===== src/rtl/zigzag_rle_encoder.sv =====
`default_nettype none
// ============================================================================
//  Module   : zigzag_rle_encoder
//  Purpose  : Accepts an 8x8 block of quantized coefficients and emits
//             JPEG-style run/value symbols in zigzag order. The symbol
//             sequence is DC, then AC run/value pairs with ZRL (16 zeros)
//             and end-of-block symbols inserted where they are needed.
//  Revision : 1.0  initial release
// ----------------------------------------------------------------------------
//  Ports
//    clk        in   1          rising-edge clock
//    rst_n      in   1          asynchronous active-low reset
//    blk_valid  in   1          block on blk_data is valid
//    blk_data   in   64*DATA_W  coefficient (r,c) at [(r*8+c)*DATA_W +: DATA_W]
//    blk_ready  out  1          encoder idle, block can be accepted
//    sym_valid  out  1          symbol on sym_* is valid
//    sym_ready  in   1          downstream accepts the symbol
//    sym_run    out  4          zero-run length preceding sym_value
//    sym_value  out  DATA_W     signed coefficient value
//    sym_dc     out  1          symbol is the DC coefficient
//    sym_eob    out  1          symbol is end-of-block
// ============================================================================
module zigzag_rle_encoder #(
   parameter int DATA_W = 16
) (
   input  logic                 clk,
   input  logic                 rst_n,
   input  logic                 blk_valid,
   input  logic [64*DATA_W-1:0] blk_data,
   output logic                 blk_ready,
   output logic                 sym_valid,
   input  logic                 sym_ready,
   output logic [3:0]           sym_run,
   output logic [DATA_W-1:0]    sym_value,
   output logic                 sym_dc,
   output logic                 sym_eob
);

   typedef enum logic [1:0] {
      ST_IDLE = 2'd0,
      ST_SCAN = 2'd1,
      ST_ZRL  = 2'd2,
      ST_EOB  = 2'd3
   } state_t;

   // Zigzag position -> raster position (row*8 + col)
   localparam logic [5:0] ZZ_TO_RASTER [64] = '{
       6'd0,  6'd1,  6'd8,  6'd16, 6'd9,  6'd2,  6'd3,  6'd10,
       6'd17, 6'd24, 6'd32, 6'd25, 6'd18, 6'd11, 6'd4,  6'd5,
       6'd12, 6'd19, 6'd26, 6'd33, 6'd40, 6'd48, 6'd41, 6'd34,
       6'd27, 6'd20, 6'd13, 6'd6,  6'd7,  6'd14, 6'd21, 6'd28,
       6'd35, 6'd42, 6'd49, 6'd56, 6'd57, 6'd50, 6'd43, 6'd36,
       6'd29, 6'd22, 6'd15, 6'd23, 6'd30, 6'd37, 6'd44, 6'd51,
       6'd58, 6'd59, 6'd52, 6'd45, 6'd38, 6'd31, 6'd39, 6'd46,
       6'd53, 6'd60, 6'd61, 6'd54, 6'd47, 6'd55, 6'd62, 6'd63
   };

   localparam logic [5:0] IDX_LAST  = 6'd63;
   localparam logic [5:0] RUN_ZRL   = 6'd16;
   localparam logic [5:0] RUN_TWO_Z = 6'd32;

   state_t              state;
   state_t              state_nxt;
   logic [5:0]          idx;
   logic [5:0]          idx_nxt;
   logic [5:0]          run;
   logic [5:0]          run_nxt;
   logic [DATA_W-1:0]   buffer [64];
   logic [DATA_W-1:0]   coef;
   logic                accept;

   assign coef   = buffer[ZZ_TO_RASTER[idx]];
   assign accept = blk_valid & blk_ready;

   // Coefficient buffer: only written on block acceptance
   always_ff @(posedge clk or negedge rst_n) begin
      if (!rst_n) begin
         for (int i = 0; i < 64; i++) begin
            buffer[i] <= '0;
         end
      end else if (accept) begin
         for (int i = 0; i < 64; i++) begin
            buffer[i] <= blk_data[i*DATA_W +: DATA_W];
         end
      end
   end

   // State, zigzag index and zero-run registers
   always_ff @(posedge clk or negedge rst_n) begin
      if (!rst_n) begin
         state <= ST_IDLE;
         idx   <= '0;
         run   <= '0;
      end else begin
         state <= state_nxt;
         idx   <= idx_nxt;
         run   <= run_nxt;
      end
   end

   // Next-state and output decode. Symbol outputs depend only on registered
   // state and buffer contents, so they remain stable during a stall.
   always_comb begin
      state_nxt = state;
      idx_nxt   = idx;
      run_nxt   = run;
      blk_ready = 1'b0;
      sym_valid = 1'b0;
      sym_run   = 4'd0;
      sym_value = '0;
      sym_dc    = 1'b0;
      sym_eob   = 1'b0;

      case (state)
         ST_IDLE: begin
            blk_ready = 1'b1;
            if (blk_valid) begin
               state_nxt = ST_SCAN;
               idx_nxt   = '0;
               run_nxt   = '0;
            end
         end

         ST_SCAN: begin
            if (idx == 6'd0) begin
               sym_valid = 1'b1;
               sym_dc    = 1'b1;
               sym_value = coef;
               if (sym_ready) begin
                  idx_nxt = 6'd1;
               end
            end else if (coef == '0) begin
               // Silent zero: accumulate the run, one coefficient per cycle
               run_nxt = run + 6'd1;
               idx_nxt = idx + 6'd1;
               if (idx == IDX_LAST) begin
                  state_nxt = ST_EOB;
               end
            end else if (run >= RUN_ZRL) begin
               // Run too long for one symbol: drain 16-zero chunks first
               state_nxt = ST_ZRL;
            end else begin
               sym_valid = 1'b1;
               sym_run   = run[3:0];
               sym_value = coef;
               if (sym_ready) begin
                  run_nxt = '0;
                  idx_nxt = idx + 6'd1;
                  if (idx == IDX_LAST) begin
                     state_nxt = ST_IDLE;
                  end
               end
            end
         end

         ST_ZRL: begin
            sym_valid = 1'b1;
            sym_run   = 4'd15;
            if (sym_ready) begin
               run_nxt = run - RUN_ZRL;
               // Remaining run is below 16 exactly when the current run is below 32
               if (run < RUN_TWO_Z) begin
                  state_nxt = ST_SCAN;
               end
            end
         end

         ST_EOB: begin
            sym_valid = 1'b1;
            sym_eob   = 1'b1;
            if (sym_ready) begin
               state_nxt = ST_IDLE;
            end
         end

         default: begin
            state_nxt = ST_IDLE;
         end
      endcase
   end

endmodule
`default_nettype wire


===== config.mk =====
export PLATFORM = sky130hd
export DESIGN_NAME = zigzag_rle_encoder
export DESIGN_NICKNAME = d
export VERILOG_FILES = /design/src/rtl/zigzag_rle_encoder.sv
export SDC_FILE = /design/constraint.sdc
export NUM_CORES = 2
export LEC_CHECK = 0
export ABC_AREA = 1
export CORE_AREA = 2 2 407 409
export CTS_BUF_LIST = sky130_fd_sc_hd__clkbuf_16
export CTS_CLUSTER_SIZE = 30
export DETAILED_ROUTE_END_ITERATION = 6
export DIE_AREA = 0 0 409 411
export GPL_ROUTABILITY_DRIVEN = 0
export PLACE_DENSITY = 0.62
export SETUP_SLACK_MARGIN = 0.1
export SYNTH_ARGS = -nofsm -noshare
export SYNTH_HDL_FRONTEND = slang
export SYNTH_SLANG_ARGS = --single-unit

===== constraint.sdc =====
create_clock -name clk -period 5.1 [get_ports clk]
set_input_delay 0.765 -clock clk [delete_from_list [all_inputs] [get_ports clk]]
set_output_delay 0.765 -clock clk [all_outputs]
set_load 0.02 [all_outputs]

* After elaboration in Yosys (flattened, before gate mapping)
Memories as Yosys holds them, arrays and structs flattened.
Cells that the tools add are included.
** Cells by class
- Bitwise gates (word level) :: 3
- Eq/ne operators :: 16
- $add $sub $neg :: 3
- Mux-type cells :: 45
- $lt $le $gt $ge :: 4
- Reduce and logical (&&, ||, !) cells :: 9
** Operators with widths (count)
- $bmux 16 s6 :: 1
- $mux 16 :: 6
- $mux 6 :: 13
- $mux 2 :: 10
- $pmux 6 s3 :: 1
- $logic_not 16->1 :: 1
- $ne 3x3->1 const B :: 5
- $ge 7x7->1 const B :: 2
- $not 6->7 :: 2
- $add 6x1->6 const B :: 2
- $mux 4 :: 3
- $pmux 6 s2 :: 1
- $ne 2x2->1 const B :: 5
- $ne 4x4->1 const B :: 2
- $pmux 2 s4 :: 1
- $pmux 4 s2 :: 1
- $reduce_and 8->1 :: 1
- $mux 1 :: 7
- $eq 6x6->1 const B :: 1
- $ge 6x5->1 const B :: 1
- $logic_not 6->1 :: 1
- $lt 6x6->1 const B :: 1
- $reduce_and 6->1 :: 1
- $sub 6x5->6 const B :: 1
- other kinds (9) :: 10
** Word-level totals
- Input port bits :: 1028
- Memories :: 1
- Register bits after elaboration :: 1038
- Word-level logic and storage cells :: 148
- Output and inout port bits :: 24
- ROM bits :: 384
** Memories
- (name not given) :: words 64, width 6, rd ports 1, clocked after memory_dff 0, write ports 0, RTL line 72 : assign coef = buffer[ZZ_TO_RASTER[idx]];

* Depth between registers and ports, before layout
- Word-level depth :: 12
- Gate-level depth with buffers :: 30
- Mapped depth without buffers :: 28

* Worst setup path before layout
Ideal clock, no wire load.
- Kind :: register to output
- Start point :: register idx[2]
- End point :: output sym_value[10]
- Path slack :: 1055 ps
- Cell stages (with the launch flop) :: 21
- Arrival :: 3280 ps
- Path through :: dfrtp_1 > inv_2 > buf_4 > ha_1 > or2_2 > o21ai_0 > a21oi_1 > a22oi_1 > buf_4 > clkbuf_1 > nand3_1 > nand3_1 > nand3_1 > nand2_1 > nor2_1 > nand2_1 > nor2_2 > nand2_4 > a21oi_4 > buf_4 > a21oi_1
** On the way
- Longest elaborated chain between the ends :: 12
- Elaborated cells between the ends (all ways) :: 14
- Classes of those cells :: mux (9); bitwise (2); reduce/logical (2); memory (1)
** RTL lines
- start: declaration :: RTL line 64 : logic [5:0] idx;
- start signal: assignment :: RTL line 96 : idx <= idx_nxt;
- $not 6->7 (implied by the code) :: RTL line 72
- $mem_v2 64x6
- $mux 6 (implied by the code) (2 in a row) :: RTL line 72
- $not 6->7 (implied by the code) :: RTL line 72
- $bmux 16 s6 :: RTL line 72
- $mux 16 (implied by the code) (2 in a row) :: RTL line 72
- $logic_not 16->1 / $mux 16 (equally long branches) :: RTL line 132, 139
- $mux 16 :: RTL line 132 : end else if (coef == '0) begin
- $mux 16 * :: RTL line 125 : if (idx == 6'd0) begin
- $mux 16 * :: RTL line 114 : case (state)
- end: declaration :: RTL line 34 : output logic [DATA_W-1:0] sym_value,
Every way passes the cells marked *; elsewhere a longest branch is shown, timed or not. The select of a mux whose other input is x is not followed.

* Worst setup path in the final report
- Start point :: register idx[0]
- End point :: output sym_value[10]
The elaborated chain is that of the path after synthesis.

==> results.txt <==
Status - finished with violations
Failing checks - negative setup slack
Worst slew pin tran - 1.04 ns
Largest net degree at the start of global routing - 143
Max-cap violations - 0
Die W - 409 um
Post-route ant nets - 0
Initial antenna violation count - 52
TritonRoute pass-1 iters - 6
Global-route wire length before repair - 333000 um
Final min period - 5.51 ns
Post-synth top area share - 50.4%
I/O pin count - 1052
CP Launch Type - flop
Unrepaired setup endpoints after global routing - true
Clock skew - 0.0509 ns
Peak VDD IR - 0.376 mV
CP Buf/Inv Count - 10
CP required - 4.34 ns
Fmax - 0.182 GHz
Max Fanout on Critical Path - 7
Finish-stage setup viols - 21
Nets - 8597
CP arrival - 4.74 ns
CP top delay family - buffers and inverters
Setup Slack @ Placement - -0.575 ns
Routed WL per cell - 23.8 um
Min Hold Slack - 0.117 ns
Post-route cell area - 0.0742 mm^2
Layout Utilization - 45.3%
Max_slew headroom - 30.9%
Top cells by area, synth - dfrtp_1, nand3_1, a21oi_1
Die Y - 411 um
Critical Path Most Common Cell - buf_12
Synth cell types - 42
CTS Buf Count - 117
Max Slew Vio Count - 0
Ys flop type - dfrtp_1
Post-Synthesis Cells - 6321
Class of the tightest hold or removal check - input port to asynchronous set/reset pin
CTS sink count - 1038
Detailed-route via count - 49.7k
Final hold violations - 0
Post-DP HPWL - 174000 um
All-Layer GR Usage - 27.0%
Tot Pwr - 42.2 mW
Via-to-Cell Ratio - 5.04
Synth Warn # - 0
Filler cells - 15.7k
Final worst-path cycle share - 108%
Setup TNS - -7.67 ns
Number of synthesized flops with an enable pin - 0
Inst Count DP - 9500
Register area share after synthesis - 50.4%
Net Count, Synth - 7370
Post-Syn Area - 0.0515 mm^2
Post-synth top area cell - dfrtp_1
DIE AREA - 0.168 mm^2
DRC viols - 0
Leakage - 34.8 nW
Syn avg cell area - 8.15 um^2
Row cnt - 149
CTS tree - done
Setup ws final - -0.408 ns
Core area - 0.164 mm^2
GRT overflow - 0
CTS Root Cell - clkbuf_16
Critical Path Slowest Stage Cell - dfrtp_1
Initial DRC count - 4617
PortBufs - 1051
Worst setup EP type - primary output
Post-DP Area - 0.0666 mm^2
Clock Latency Late Sink - 0.77 ns
Clk slew on worst S/H paths - 0.06 ns
Non-Filler Instances - 9855
CP Class - flop to primary output
Maximum level of the CTS H-tree - 3
Critical Path Max Stage Delay - 0.40 ns
Area Overhead vs Synth - 44.2%
P per Cell Area - 568 mW/mm^2
Fraction of registers with async set/reset - 100%
Clock buffer depth - 3
Post-synthesis register bit count - 1038
# hold bufs at CTS - 0
Vias in the first global route - 49.2k
Starting Density - 31.4%
Share of layout cells above drive strength 1 - 16.4%
WL final - 235000 um
## final timing paths
kind,from,endpoint,slack (ns),cells past startpoint
worst max-delay path,idx[0]$_DFFE_PN0P_,sym_value[10],-0.41,29
worst min-delay path,rst_n,buffer[983]$_DFFE_PN0P_,0.12,1
worst max register to register,idx[0]$_DFFE_PN0P_,idx[0]$_DFFE_PN0P_,0.68,33
worst min register to register,buffer[283]$_DFFE_PN0P_,buffer[283]$_DFFE_PN0P_,0.50,1
max in group asynchronous,rst_n,buffer[801]$_DFFE_PN0P_,3.55,2
min in group clk,buffer[283]$_DFFE_PN0P_,buffer[283]$_DFFE_PN0P_,0.50,1
## worst reg2reg max path: cells and delay by family, from the launching register on
kind,cells,cell delay [ns]
buf+inv,11,1.59
compound gates,1,0.18
fa+ha+maj,1,0.16
flops,1,0.40
simple gates,20,2.02
## synthesized netlist by cell type, types with 2 or more instances
cell type	count
xor2_1	6
o21ai_1	27
nor3_1	4
a211oi_1	2
buf_2	98
o211ai_1	36
nand3_1	928
nand2_2	5
mux2_2	268
o21ai_0	93
nand2_4	3
buf_1	45
or2_2	7
nand2_1	959
buf_6	42
nor2_1	789
nand3b_1	76
dfrtp_1	1038
buf_4	27
ha_1	21
buf_8	2
nor2_2	3
a31oi_1	2
inv_2	5
clkbuf_1	223
a21oi_1	799
nor2_4	2
nand4_1	3
inv_1	795
## per-layer routing
layer | share of wire [%] | up-vias | track usage (%)
li1 | - | 22800 | -
met1 | 41 | 24200 | 34.8
met2 | 46 | 2137 | 42.9
met3 | 7.5 | 492 | 6.15
met4 | 5.2 | 42 | 12.7
met5 | 0.099 | - | 0
## logic make-up after synthesis
group                    Yosys count  synth area share, %
AND/OR/NAND/NOR                 2782                 23.3
buffers and inverters           1238                 10.1
flip-flops                      1038                 50.4
AO/OA/AOI/OAI                    967                 9.66
multiplexers                     268                 5.86
adder cells (fa/ha/maj)           21                0.510
XOR/XNOR                           7                0.119
## power breakdown
part / switching (mW) / leakage, nW / internal, mW
registers: 1.43 / 11.6 / 12.2
clock network: 3.67 / 1.90 / 4.52
logic: 12.1 / 21.3 / 8.23
## layout make-up
cell class	instances	area [um^2]	area share [%]
inverter	800	3030	4.07
clock inverter	98	726	0.977
antenna	22	55.1	0.0741
sequential	1038	26000	35.0
clock buffer	117	2930	3.94
tap	2189	2740	3.69
multi-input combinational	4046	22300	30.0
timing repair buffer	1545	16500	22.3
## repair_timing
item / in CTS / in global routing
hold endpoints to repair: 0 / 0
buffers inserted: 51 / 39
cloned: 26 / 3
pin swaps: 43 / 60
setup endpoints to repair: 21 / 21
resized for setup: 360 / 158
## placed cells by master, fill, tap and decap left out, types with 13 or more instances in the layout
cell type and instances:
buf_16 30, clkinv_1 27, ha_1 15, a21oi_1 785
nand3b_1 76, nand3_1 715, dfrtp_1 1036, o21ai_1 34
buf_12 97, nand3_4 52, clkdlybuf4s50_1 1029, nand2_1 932
buf_4 309, a21oi_4 13, nor2_1 783, diode_2 22
clkinv_2 20, buf_6 57, nand3_2 162, nand2_2 20
inv_1 817, o211ai_1 36, clkbuf_16 120, o21ai_0 80
mux2_2 268
## registers in the layout, indices dropped and copies added (netlist names)
register,count
state,2
buffer,1024
idx,6
run,6
Power figures use the tool's default switching activity.
